File: src/rtl/pong_game_controller.sv
// pong_game_controller: frame-tick pacing, serve delay, goal detection, scoring and winner for Pong.
module pong_game_controller #(
  parameter int SERVE_FRAMES = 60,
  parameter int WIN_SCORE    = 7,
  parameter int LEFT_GOAL    = 2,
  parameter int RIGHT_GOAL   = 637,
  parameter int BALL_SIZE    = 10
) (
  input  logic       clk,
  input  logic       reset_n,
  input  logic       endofframe,
  input  logic       start_btn,
  input  logic [9:0] ball_x,
  output logic       move_en,
  output logic       ball_hold,
  output logic       serve_dir,
  output logic [3:0] score_left,
  output logic [3:0] score_right,
  output logic       game_over,
  output logic [2:0] state
);
  typedef enum logic [2:0] {IDLE = 3'd0, SERVE = 3'd1, PLAY = 3'd2, POINT = 3'd3, OVER = 3'd4} state_t;
  localparam logic [7:0] SERVE_LAST = 8'(SERVE_FRAMES - 1);
  localparam logic [3:0] WIN = 4'(WIN_SCORE);
  state_t st;
  logic [7:0] serve_cnt;
  logic ef_d, start_d, frame_tick, start_pe, goal_r, goal_l;
  assign frame_tick = endofframe & ~ef_d;
  assign start_pe   = start_btn & ~start_d;
  // an underflowed ball_x wraps to a large value, so it counts as a left-side goal
  assign goal_r = (ball_x <= 10'(LEFT_GOAL)) || (ball_x > 10'd639);
  assign goal_l = ~goal_r && (({1'b0, ball_x} + 11'(BALL_SIZE - 1)) >= 11'(RIGHT_GOAL));
  assign move_en   = frame_tick && st == PLAY && !goal_r && !goal_l;
  assign ball_hold = st != PLAY;
  assign game_over = st == OVER;
  assign state     = st;
  always_ff @(posedge clk or negedge reset_n) begin
    if (!reset_n) begin
      st          <= IDLE;
      score_left  <= '0;
      score_right <= '0;
      serve_dir   <= 1'b1;
      serve_cnt   <= '0;
      ef_d        <= 1'b0;
      start_d     <= 1'b0;
    end else begin
      ef_d    <= endofframe;
      start_d <= start_btn;
      case (st)
        IDLE, OVER: if (start_pe) begin
          st          <= SERVE;
          score_left  <= '0;
          score_right <= '0;
          serve_cnt   <= '0;
          serve_dir   <= 1'b1;
        end
        SERVE: if (frame_tick) begin
          st        <= serve_cnt == SERVE_LAST ? PLAY : SERVE;
          serve_cnt <= serve_cnt == SERVE_LAST ? 8'd0 : serve_cnt + 8'd1;
        end
        PLAY: if (frame_tick && goal_r) begin
          score_right <= score_right + 4'd1;
          serve_dir   <= 1'b0;
          st          <= POINT;
        end else if (frame_tick && goal_l) begin
          score_left <= score_left + 4'd1;
          serve_dir  <= 1'b1;
          st         <= POINT;
        end
        POINT: begin
          st        <= (score_left == WIN || score_right == WIN) ? OVER : SERVE;
          serve_cnt <= '0;
        end
        default: st <= IDLE;
      endcase
    end
  end
endmodule

File: config.mk
export PLATFORM = sky130hd
export DESIGN_NAME = pong_game_controller
export DESIGN_NICKNAME = d
export VERILOG_FILES = /design/src/rtl/pong_game_controller.sv
export SDC_FILE = /design/constraint.sdc
export NUM_CORES = 1
export LEC_CHECK = 0
export ABC_AREA = 1
export CORE_MARGIN = 3
export CORE_UTILIZATION = 46
export CTS_CLUSTER_DIAMETER = 30
export DETAILED_ROUTE_END_ITERATION = 6
export PLACE_DENSITY = 0.72
export SYNTH_ARGS = -nofsm -noshare
export SYNTH_HDL_FRONTEND = slang
export SYNTH_SLANG_ARGS = --single-unit
File: constraint.sdc
create_clock -name clk -period 1.86 [get_ports clk]
set_clock_uncertainty 0.2 [all_clocks]
set_input_delay 0.372 -clock clk [delete_from_list [all_inputs] [get_ports clk]]
set_output_delay 0.372 -clock clk [all_outputs]
set_load 0.05 [all_outputs]
# Word level (Yosys, flattened, before mapping)
# Cells that the tools add are included.
dict set report word_totals {
  reg_bits 22
  inputBits 14
  out_inout_bits 15
  word_cells 73
}
dict set report classes {
  addsub 4
  magnitude_cmp 3
  eq_ne 14
  n_mux 21
  n_bitwise 5
  n_reduce_logical 19
}
# operator n
set op_table {}
lappend op_table {{$mux 8} 3}
lappend op_table {{$pmux 8 s3} 1}
lappend op_table {{$mux 4} 4}
lappend op_table {{$pmux 4 s2} 2}
lappend op_table {{$mux 3} 5}
lappend op_table {{$pmux 3 s4} 1}
lappend op_table {{$reduce_and 3->1} 4}
lappend op_table {{$add 10x4->11 const B} 1}
lappend op_table {{$ge 11x10->1 const B} 1}
lappend op_table {{$gt 10x10->1 const B} 1}
lappend op_table {{$le 10x2->1 const B} 1}
lappend op_table {{$add 4x1->4 const B} 2}
lappend op_table {{$add 8x1->8 const B} 1}
lappend op_table {{$eq 4x3->1 const B} 2}
lappend op_table {{$eq 8x6->1 const B} 1}
lappend op_table {{$eq 3x2->1 const B} 2}
lappend op_table {{$logic_and 1x1->1} 6}
lappend op_table {{$ne 2x2->1 const B} 3}
lappend op_table {{$ne 2x1->1 const B} 2}
lappend op_table {{$reduce_and 4->1} 1}
lappend op_table {{$eq 3x1->1 const B} 1}
lappend op_table {{$eq 3x3->1 const B} 1}
lappend op_table {{$logic_not 3->1} 1}
lappend op_table {{$mux 1} 3}
lappend op_table {{11 further kinds} 16}

# Longest topological paths before layout
dict set report depth {
  word_depth 8
  depth_mapped 13
  mapped_depth_nobuf 13
}

# Least setup slack after synthesis
# No wires, ideal clock.
dict set report synth_path {
  path_type {flip-flop to output port}
  from {reg st[1] (netlist: state[1])}
  to {out move_en}
  arrival_time_ns 1.876
  t_required_ns 1.288
  slack_ns -0.588
  path_stages_with_launch 5
  n_path_buf 0
  path_cell_list {dfrtp_1 > inv_2 > nor3_4 > nand2_1 > a21oi_1}
}
dict set report synth_via {
  elab_chain_cells 4
}
# item line
set synth_rtl {}
lappend synth_rtl {{start, declared} 25} ;# state_t st;
lappend synth_rtl {{start signal, assigned} 58} ;# st <= serve_cnt == SERVE_LAST ? PLAY : SERVE;
lappend synth_rtl {{start signal, assigned} 71} ;# st <= (score_left == WIN || score_right == WIN) ? OVER : SERVE;
lappend synth_rtl {{$eq 3x2->1} 33} ;# assign move_en = frame_tick && st == PLAY && !goal_r && !goal_l;
lappend synth_rtl {{$logic_and 1x1->1 (3 in a row)} 33}
lappend synth_rtl {{end, declared} 14} ;# output logic move_en,
# Every way passes these cells.

# Worst setup path in the final report
dict set report layout_path {
  from {reg ef_d}
  to {out move_en}
}
dict set report layout_via {
  elab_chain_cells 5
}
# item line
set layout_rtl {}
lappend layout_rtl {{start, declared} 27} ;# logic ef_d, start_d, frame_tick, start_pe, goal_r, goal_l;
lappend layout_rtl {{start signal, assigned} 47} ;# ef_d <= endofframe;
lappend layout_rtl {{$not 1->1} 28} ;# assign frame_tick = endofframe & ~ef_d;
lappend layout_rtl {{$and 1x1->1} 28}
lappend layout_rtl {{$logic_and 1x1->1 (3 in a row)} 33}
# Every way passes these cells.

==> run summary <==
Status - finished with violations
Failing checks - negative setup slack
Crit path kind - reg2out
Fmax - 495 MHz
Final setup violation count - 12
Detail-routed via count per cell - 5.27
Layout Nets - 290
TritonCTS clock tree - done
Flop2flop setup slack - -80 ps
Complex-gate fraction of the synthesized area - 0.121
GP Congestion - 0.829
# rows - 20
Combinational power share - 0.572
Maximum vdd drop - 0.000479 V
Cell Area, Synth - 1490 um^2
Post-synthesis mux area share - 0
CTS sink count - 22
Core area - 3080 um^2
Initial core utilization - 0.485
Synth Area in XOR/XNOR - 0.00587
DP HPWL - 2.72 mm
Root buffer selected by CTS - clkbuf_4
Post-synthesis cell count - 202
Power Density - 892 nW/um^2
GR Util met2 - 0.353
Adder-Cell Fraction of Synth Area - 0.0503
Pre-CTS WS - -637 ps
Total GRT Usage - 0.209
GR peak layer - met2
TritonCTS buffer count - 3
Rel. slew slack - 0.805
Unique masters post-synth - 32
Peak per-stage delay on the critical path - 380 ps
Average wire per standard cell - 14.5 um
Synth-to-Final Area Change - 69.4%
Post-synthesis sequential area ratio - 0.370
Antenna violations before repair - 0
Share of cells above drive strength 1 - 0.465
Crit. Startpoint - ef_d
Slew @ Worst Pin - 293 ps
Worst endpoint required time - 1290 ps
Final hold viol count - 0
IO Port Bufs - 28
Total gr overflow - 0
Worst path arrival time - 1450 ps
Worst path slowest cell - dfrtp_1
Largest net degree at the start of global routing - 23
Via count - 1,650
Crit path capture type - primary output
Max Fanout on Critical Path - 2
Share of the synthesized area in the top cell type - 0.352
Synthesis-stage register bit count - 22
Total Wirelength - 4.53 mm
Period utilization - 1.09
First-pass GRT wire length - 6.74 mm
Initial DRC Count - 88
Met1 global-route usage - 0.272
Final ANT Viol Nets - 0
Max Root-Sink Buffers - 2
Antenna Cells - 0
RSZ-0062 raised after global routing - true
Clk pwr share - 0.126
Most frequent cells in the layout - 36 x nand2_1, 28 x buf_4, 27 x inv_1, 18 x dfrtp_1, 15 x buf_12
Final worst-path setup slack - -159 ps
Fill count - 185
Origin of the critical flop-to-flop path - ef_d
Die X-Extent - 63.0 um
Post-Synthesis Net Count - 222
Met3 Track Usage GR - 0.0324
HP Start - endofframe
Kind of cell adding the most delay to the critical path - simple AND/OR/NAND/NOR gates
Vias in the first global route - 1,534
Buf/Inv on CP - 1
DRC Markers - 0
Worst-path cell chain - or2_4 > nor2_4 > nand2_2 > a21oi_4 > buf_12
H-tree depth reported by CTS - 1
Reg power frac - 0.302
Ranking of synthesized cells by area - dfrtp_1 35%, nand2_1 11%, inv_1 8.8%, ha_1 5.0%, nand3_1 5.0%
Largest area contributor in the netlist - dfrtp_1
Max Slew Vio Count - 0
Switching pwr - 0.000990 W
# placed instances - 287
Switching power share of the total - 0.439
Max Cap Viol - 0
Chip Height - 63.0 um
CTS clk-pin slew, worst paths - 130 ps
Shortest period the worst path allows - 2020 ps
Non-filler cells, final - 313
DIE AREA - 3960 um^2
Synth Warn # - 0
Most common library cell in the layout ignoring fill and taps - nand2_1
P_int - 0.00127 W
Synth Area per Inst - 7.39 um^2
Largest family of logic cells by synthesized area - simple AND/OR/NAND/NOR gates
P_leak - 1.19 nW
Startpoint Class - flip-flop
Hold Crit Class - in2reg
I/O pin cnt - 29
Pre-Repair DR Iteration Count - 5
Simple-Gate Fraction of Synth Area - 0.343
Clk Latency, worst-skew pair - 330 ps
metal layers:
| layer | part of all wire | wire, um |
|---|---|---|
| met1 | 0.42 | 1900 |
| met2 | 0.52 | 2340 |
| met3 | 0.045 | 206 |
| met4 | 0.020 | 89 |
| met5 | 0 | 0 |
final cells by class:
class | instances | area [um^2] | area share
Multi-Input combinational cell | 139 | 993 | 0.393
Timing Repair Buffer | 63 | 722 | 0.286
Sequential cell | 22 | 556 | 0.220
Inverter | 41 | 166 | 0.0658
Tap cell | 44 | 55.1 | 0.0218
Clock buffer | 4 | 36.3 | 0.0143
kinds of logic (layout without fill, tap and decap cells):
logic type / count (synthesis) / count (layout)
simple gates: 99 / 100
compound gates: 32 / 32
buf+inv: 42 / 108
fa+ha+maj: 6 / 6
xor+xnor: 1 / 1
flops: 22 / 22
cells in the mapped netlist, drive strengths merged:
master and instances:
a211oi 1, a21oi 10, a31oi 1, buf 1, dfrtp 21, dfstp 1, ha 6, inv 41
nand2 51, nand3 16, nand4 5, nor2 14, nor3 6, nor3b 4, o21a 1, o21ai 17
o31ai 2, or2 3, xor2 1
flip-flops by register name (all words and copies together) (netlist names):
register,cells
ef_d,1
score_left,4
score_right,4
serve_cnt,8
serve_dir,1
start_d,1
state,3
path summary, 6_finish.rpt:
kind / endpoint / cells after the start
max: move_en / 5
min: ef_d / 1
max reg2reg: serve_cnt[4] / 9
min reg2reg: serve_dir / 2
max in group asynchronous: serve_dir / 2
min in group asynchronous: score_right[2] / 2
through the flow:
stage | power, W | TNS [ps] | utilization | instance area, um^2 | hold slack, ps
3_3_place_gp | 0.00156 | -8520 | 0.677 | 2080 | 302
3_5_place_dp | 0.00159 | -9210 | 0.677 | 2080 | 300
2_1_floorplan | 0.00122 | -178 | - | 1520 | -124
6_report | 0.00226 | -550 | 0.822 | 2530 | 80.4
4_1_cts | 0.00191 | -198 | 0.728 | 2240 | 90.0
5_1_grt | 0.00238 | -1480 | 0.822 | 2530 | 102
power by group through the flow:
stage | Combinational (W) | Sequential [W] | Clock, W
2_1_floorplan | 0.000443 | 0.000779 | 0
3_3_place_gp | 0.000889 | 0.000674 | 0
3_5_place_dp | 0.000912 | 0.000681 | 0
4_1_cts | 0.000958 | 0.000679 | 0.000275
5_1_grt | 0.00138 | 0.000693 | 0.000307
6_report | 0.00129 | 0.000681 | 0.000284
repair_timing:
action | CTS | global route
endpoints found under the setup margin | 17 | 17
gates resized for setup | 39 | 54
hold buffers | 0 | 0
gates cloned | 0 | 1
pin swaps | 9 | 23
buffers inserted | 10 | 11
No activity file was read; power rests on OpenSTA's default activity.
